[config.mk]
export PLATFORM = sky130hd
export DESIGN_NAME = cp0_timer
export DESIGN_NICKNAME = d
export VERILOG_FILES = /design/src/rtl/cp0_timer_pkg.sv /design/src/rtl/cp0_timer_channel.sv /design/src/rtl/cp0_timer.sv
export SDC_FILE = /design/constraint.sdc
export NUM_CORES = 1
export LEC_CHECK = 0
export ABC_AREA = 1
export BUFFER_PORTS_ARGS = -buffer_cell sky130_fd_sc_hd__buf_2
export CORE_MARGIN = 2
export CORE_UTILIZATION = 40
export CTS_CLUSTER_DIAMETER = 200
export DETAILED_ROUTE_END_ITERATION = 12
export RECOVER_POWER = 25
export SLEW_MARGIN = 20
export SYNTH_ARGS = -nofsm -noshare
export SYNTH_HDL_FRONTEND = slang
export SYNTH_HIERARCHICAL = 1
export SYNTH_SLANG_ARGS = --single-unit
[constraint.sdc]
create_clock -name clk -period 2.66 [get_ports clk]
set_clock_uncertainty 0.05 [all_clocks]
set_input_delay 0.399 -clock clk [delete_from_list [all_inputs] [get_ports clk]]
set_output_delay 0.399 -clock clk [all_outputs]
set_load 0.005 [all_outputs]
[src/rtl/cp0_timer_pkg.sv]
// Shared register map and CTRL layout for the CP0 count/compare timer.
// Latency: n/a (constants and address helpers only).
// Backpressure: n/a.
package cp0_timer_pkg;

    // Register addresses. Channel i owns a COMPARE/PERIOD pair starting at the base.
    localparam logic [31:0] CNT_COUNT        = 32'd0;
    localparam logic [31:0] CNT_CTRL         = 32'd1;
    localparam logic [31:0] CNT_COMPARE_BASE = 32'd2;

    // CTRL bit positions; the per-channel fields are NUM_CMP wide starting here.
    localparam int CTRL_DC       = 0;
    localparam int CTRL_PER_LSB  = 8;
    localparam int CTRL_PEND_LSB = 16;
    localparam int CTRL_IE_LSB   = 24;

    // Reset image: channel 0 interrupt enabled, Count running, all one-shot.
    localparam logic [31:0] CTRL_RESET    = 32'h0100_0000;
    localparam logic [31:0] COMPARE_RESET = 32'hFFFF_FFFF;

    function automatic logic [31:0] cmp_addr(input int ch);
        return CNT_COMPARE_BASE + 32'(2 * ch);
    endfunction

    function automatic logic [31:0] prd_addr(input int ch);
        return CNT_COMPARE_BASE + 32'(2 * ch + 1);
    endfunction

endpackage

[src/rtl/cp0_timer_channel.sv]
// One compare channel: compare/period registers, sticky pending flag, auto-reload.
// Latency: match seen on registered count/compare sets pend and reloads at the next edge.
// Backpressure: none; writes always accepted, a COMPARE write beats a same-cycle match.
//
// Ports:
//   clk, reset      clock, synchronous active-high reset
//   count           current Count value
//   periodic        PER bit for this channel
//   cmp_wen/prd_wen write strobes for COMPARE/PERIOD, data on wdata
//   compare/period  register values (for readback)
//   pend            sticky pending flag
module cp0_timer_channel
    import cp0_timer_pkg::*;
(
    input  logic        clk,
    input  logic        reset,
    input  logic [31:0] count,
    input  logic        periodic,
    input  logic        cmp_wen,
    input  logic        prd_wen,
    input  logic [31:0] wdata,
    output logic [31:0] compare,
    output logic [31:0] period,
    output logic        pend
);

    logic match;

    assign match = (count == compare);

    always_ff @(posedge clk) begin
        if (reset) begin
            compare <= COMPARE_RESET;
            period  <= '0;
            pend    <= 1'b0;
        end else begin
            // A software COMPARE write re-arms the channel and suppresses any
            // match that happens to coincide with it.
            if (cmp_wen) begin
                compare <= wdata;
                pend    <= 1'b0;
            end else if (match) begin
                pend <= 1'b1;
                // A zero period would re-match forever; treat it as one-shot.
                if (periodic && (period != 32'd0)) begin
                    compare <= compare + period;
                end
            end

            // Non-blocking update: a reload in this same cycle sees the old period.
            if (prd_wen) begin
                period <= wdata;
            end
        end
    end

endmodule

[src/rtl/cp0_timer.sv]
// CP0 Count/Compare timer with NUM_CMP channels, Count divider and ext_int synchroniser.
// Latency: writes land at the edge they are presented; pend/irq one edge after count==compare;
//          ip_hw follows ext_int SYNC_STAGES edges later. Backpressure: none.
//
// Ports:
//   clk, reset        clock, synchronous active-high reset
//   wen/waddr/wdata   register write port
//   raddr/rdata       combinational register read port (unmapped -> 0)
//   ext_int           asynchronous external interrupt lines
//   ip_hw             Cause.IP[7:2]: synchronised ext_int, timer ORed into bit TI_IP-2
//   timer_irq         OR over channels of pending & enabled
//   count_out         current Count
module cp0_timer
    import cp0_timer_pkg::*;
#(
    parameter int NUM_CMP     = 1,
    parameter int COUNT_DIV   = 2,
    parameter int SYNC_STAGES = 2,
    parameter int TI_IP       = 7,
    parameter int AW          = $clog2(2 + 2 * NUM_CMP)
)(
    input  logic          clk,
    input  logic          reset,
    input  logic          wen,
    input  logic [AW-1:0] waddr,
    input  logic [31:0]   wdata,
    input  logic [AW-1:0] raddr,
    output logic [31:0]   rdata,
    input  logic [5:0]    ext_int,
    output logic [5:0]    ip_hw,
    output logic          timer_irq,
    output logic [31:0]   count_out
);

    // With COUNT_DIV==1 the divider degenerates to a constant-zero single bit.
    localparam int            DW       = (COUNT_DIV > 1) ? $clog2(COUNT_DIV) : 1;
    localparam logic [DW-1:0] DIV_LAST = DW'(COUNT_DIV - 1);

    logic [DW-1:0]      div;
    logic [31:0]        count;
    logic               dc;
    logic [NUM_CMP-1:0] per;
    logic [NUM_CMP-1:0] ie;
    logic [NUM_CMP-1:0] pend;
    logic [31:0]        cmp_val [NUM_CMP];
    logic [31:0]        prd_val [NUM_CMP];
    logic [5:0]         sync_q  [SYNC_STAGES];
    logic               count_wen;
    logic               ctrl_wen;
    logic               tick;
    logic [31:0]        ctrl_rd;

    assign count_wen = wen && (32'(waddr) == CNT_COUNT);
    assign ctrl_wen  = wen && (32'(waddr) == CNT_CTRL);
    assign tick      = !dc && (div == DIV_LAST);

    // ------------------------------------------------------------------
    // Divider and Count. A COUNT write also restarts the divider so the
    // new value is held for a full COUNT_DIV period.
    // ------------------------------------------------------------------
    always_ff @(posedge clk) begin
        if (reset) begin
            div   <= '0;
            count <= '0;
        end else if (count_wen) begin
            div   <= '0;
            count <= wdata;
        end else if (tick) begin
            div   <= '0;
            count <= count + 32'd1;
        end else if (!dc) begin
            div <= div + DW'(1);
        end
    end

    // ------------------------------------------------------------------
    // CTRL: DC, PER and IE are writable; PEND is owned by the channels.
    // ------------------------------------------------------------------
    always_ff @(posedge clk) begin
        if (reset) begin
            dc  <= CTRL_RESET[CTRL_DC];
            per <= CTRL_RESET[CTRL_PER_LSB +: NUM_CMP];
            ie  <= CTRL_RESET[CTRL_IE_LSB +: NUM_CMP];
        end else if (ctrl_wen) begin
            dc  <= wdata[CTRL_DC];
            per <= wdata[CTRL_PER_LSB +: NUM_CMP];
            ie  <= wdata[CTRL_IE_LSB +: NUM_CMP];
        end
    end

    always_comb begin
        ctrl_rd                              = '0;
        ctrl_rd[CTRL_DC]                     = dc;
        ctrl_rd[CTRL_PER_LSB +: NUM_CMP]     = per;
        ctrl_rd[CTRL_PEND_LSB +: NUM_CMP]    = pend;
        ctrl_rd[CTRL_IE_LSB +: NUM_CMP]      = ie;
    end

    // ------------------------------------------------------------------
    // Compare channels
    // ------------------------------------------------------------------
    for (genvar g = 0; g < NUM_CMP; g++) begin : g_ch
        logic cmp_wen;
        logic prd_wen;

        assign cmp_wen = wen && (32'(waddr) == cmp_addr(g));
        assign prd_wen = wen && (32'(waddr) == prd_addr(g));

        cp0_timer_channel u_ch (
            .clk      (clk),
            .reset    (reset),
            .count    (count),
            .periodic (per[g]),
            .cmp_wen  (cmp_wen),
            .prd_wen  (prd_wen),
            .wdata    (wdata),
            .compare  (cmp_val[g]),
            .period   (prd_val[g]),
            .pend     (pend[g])
        );
    end

    // ------------------------------------------------------------------
    // External interrupt synchroniser
    // ------------------------------------------------------------------
    always_ff @(posedge clk) begin
        if (reset) begin
            for (int i = 0; i < SYNC_STAGES; i++) begin
                sync_q[i] <= '0;
            end
        end else begin
            sync_q[0] <= ext_int;
            for (int i = 1; i < SYNC_STAGES; i++) begin
                sync_q[i] <= sync_q[i-1];
            end
        end
    end

    // ------------------------------------------------------------------
    // Outputs
    // ------------------------------------------------------------------
    assign timer_irq = |(pend & ie);
    assign count_out = count;

    always_comb begin
        ip_hw           = sync_q[SYNC_STAGES-1];
        ip_hw[TI_IP-2]  = sync_q[SYNC_STAGES-1][TI_IP-2] | timer_irq;
    end

    // Read mux: anything not matched below reads as zero.
    always_comb begin
        rdata = '0;
        if (32'(raddr) == CNT_COUNT) begin
            rdata = count;
        end else if (32'(raddr) == CNT_CTRL) begin
            rdata = ctrl_rd;
        end
        for (int i = 0; i < NUM_CMP; i++) begin
            if (32'(raddr) == cmp_addr(i)) begin
                rdata = cmp_val[i];
            end
            if (32'(raddr) == prd_addr(i)) begin
                rdata = prd_val[i];
            end
        end
    end

endmodule
==> flow_summary.json <==
{
  "ys_seq_area_share_pct": 25.4,
  "track_usage_pct": 27.7,
  "post_cts.repair.setup_buffers": 0,
  "synthesis.area_um2": 8910,
  "clkLatencyLatePin_ns": 0.43,
  "synth_area_leader_cell": "dfxtp_1",
  "r2r_cells": 13,
  "final_util_pct": 47.2,
  "syn_avg_cell_area_um2": 5.74,
  "place.gp.congestion": 0.934,
  "ys_async_sr_fraction_pct": 0,
  "drive_above_1_share_pct": 10.8,
  "rsz0062_at_grt": "no",
  "port-buffer-count": 115,
  "grt_overflow": 0,
  "cap_violations": 0,
  "tns_ns": 0,
  "finalInstanceArea_um2": 10300,
  "finalWorstSetupSlack_ns": 0.431,
  "io_pins": 116,
  "fillers": 2398,
  "fmax_mhz": 449,
  "clk_pin_slew_ns": 0.06,
  "initial_core_util_pct": 40.8,
  "rows": 54,
  "r2r-start": "g_ch[0].u_ch/compare[0]",
  "synthXorXnorAreaFrac_pct": 4.03,
  "min_period_ns": 2.23,
  "cp_data_arrival_time_ns": 2.52,
  "whs_ns": 0.130,
  "busiest_layer": "met2",
  "cts_resized": 0,
  "synth_top_cell_area_share_pct": 25.4,
  "cp.depth": 8,
  "worstMarginPinSlew_ns": 1.44,
  "synth-seq-cells": 113,
  "postRouteAntennaNets": 0,
  "grt_pass1_vias": 9171,
  "ys_top_cells_by_area": "dfxtp_1, nand2_1, inv_1, nand3_1, nor2_1",
  "grt_max_degree": 37,
  "cpPeakStageDelay_ns": 0.52,
  "placed_cell_area_um2": 9750,
  "synth_simple_gate_area_share_pct": 42.1,
  "coreArea_um2": 21800,
  "yosysMostFrequentCell": "nand2_1",
  "dp_cells": 1916,
  "multi_input_area_um2": 5540,
  "cp_slowest_cell": "clkbuf_1",
  "finalMaxSlewViolations": 0,
  "cts_root_buf": "clkbuf_16",
  "rrSetupSlack_ns": 0.45,
  "synth_fa_ha_area_share_pct": 4.72,
  "vias": 10100,
  "postCtsHoldBufs": 0,
  "crit_path_start_kind": "input pin",
  "die_x_um": 153,
  "cts_tree": "done",
  "area_growth_pct": 15.7,
  "worstPathCellList": "clkbuf_1, inv_1, nand3_1, clkbuf_1, nand2_1, inv_2, nand3_1, a21oi_1",
  "endpoint": "count_out[19]",
  "layout.cells.non_filler": 1948,
  "outcome": "finished, final reports clean",
  "synth-compound-area-share_pct": 11.2,
  "drtPass1Iterations": 8,
  "n_antenna_cell": 0,
  "cp_max_fo": 18,
  "hold_viol_final": 0,
  "r2r_end": "g_ch[0].u_ch/compare[30]",
  "htreeDepth": 4,
  "crit_buf_inv": 4,
  "die-area_um2": 23500,
  "fin_crit_sh_pct": 83.8,
  "synth_top_family_by_area": "simple AND/OR/NAND/NOR gates",
  "synthMuxAreaShare_pct": 0,
  "crit_path_end_kind": "register",
  "power.total_mw": 5.78,
  "antenna_found_initial": 0,
  "yosysUniqueCellTypes": 36,
  "hpwl_um": 25900,
  "critPathTopFamily": "buffers and inverters",
  "path_class": "input pin to register",
  "finalSetupViolations": 0,
  "leakage_nw": 5.29,
  "synth_edf_count": 0,
  "drt-initial-drc-count": 833,
  "slew_headroom_pct": 3.98,
  "regArea_um2": 2260,
  "vias_per_cell": 5.20,
  "worstSetupStartpoint": "waddr[0]",
  "synth_cells": 1552,
  "wl_um": 33100,
  "cts_buffers": 17,
  "yosysWarnings": 6,
  "grt_use_met2_pct": 42.3,
  "crit_required_ns": 2.95,
  "die_h_um": 153,
  "syn_nets": 1630,
  "min_path_type": "input pin to register",
  "drc": 0,
  "pre_cts_slack_ns": 0.488,
  "min_from": "ext_int[3]",
  "wl_per_cell_um": 17.0,
  "grt_pass1_wl_um": 51100,
  "clock_sink_count": 113,
  "pwr_density_cell_nw_per_um2": 561,
  "synth_top_cells_by_count": "nand2_1, inv_1, nor2_1",
  "synth_flop_cell": "dfxtp_1",
  "nNetsFinal": 1733,
  "grtUsageMet3_pct": 3.77,
  "irDropWorstVdd_mv": 0.460,
  "cts_buffer_depth": 2,
  "grtUsageMet1_pct": 39.7
}
[worst min path at each step]
stage,to,cells after the start
final,sync_q[0][3],3
after global routing,sync_q[0][1],3
after global placement,sync_q[0][7],2
after floorplan,sync_q[0][10],2
after detailed placement,sync_q[0][7],2
after CTS,sync_q[0][3],3
[cell families (layout without fill, tap and decap cells)]
family | count (synthesis) | in the layout
AO/OA/AOI/OAI | 181 | 181
XOR/XNOR | 41 | 41
adder cells (fa/ha/maj) | 33 | 33
buffers and inverters | 284 | 400
flip-flops | 113 | 113
AND/OR/NAND/NOR | 900 | 900
[final cells by class]
| type | count | area share, % |
|---|---|---|
| clock buffer | 19 | 4.30 |
| clock inverter | 13 | 1.58 |
| inverter | 235 | 8.56 |
| multi-input combinational | 1155 | 53.7 |
| sequential | 113 | 21.9 |
| tap | 280 | 3.40 |
| timing repair buffer | 133 | 6.54 |
[cells in the final DEF (no fill, tap or decap), drive strengths merged, types with 4 or more instances in the layout]
master / count
clkinv: 5
nand4: 10
ha: 32
xor2: 24
buf: 116
o211ai: 27
nor3: 9
nand2: 528
clkinvlp: 6
nand3: 146
clkbuf: 36
inv: 234
nor2: 197
o21ai: 65
a31oi: 4
xnor2: 17
dfxtp: 113
a21oi: 76
[sequential cells by signal (all words and copies together) (netlist names)]
name,flops
sync_q,12
count_out,32
div,1
dc,1
g_ch.u_ch/pend,1
per,1
ie,1
g_ch.u_ch/compare,32
g_ch.u_ch/period,32
[per-layer routing]
metal	vias up	wire [um]
met5	-	0
met4	0	1040
met3	53	2560
met2	433	14300
met1	4587	15200
li1	5061	-
[where the power goes]
part	leakage [nW]	switching (mW)	internal, mW
clock network	0.277	0.874	1.49
registers	0.926	0.132	1.78
logic	4.08	0.990	0.512
[worst register-to-register path, stage by stage, from the launching register on]
cell and delay (ns):
dfxtp_1 0.34, ha_1 0.26, fa_1 0.44, nand3_1 0.11, nand3_1 0.15, nand2_1 0.10, nand2_1 0.12, nand2_1 0.10
nand2_1 0.10, nand2_1 0.10, nand2_1 0.06, nand2_1 0.07, nand3_2 0.07, nand2_1 0.09
No activity file was read; power rests on OpenSTA's default activity.
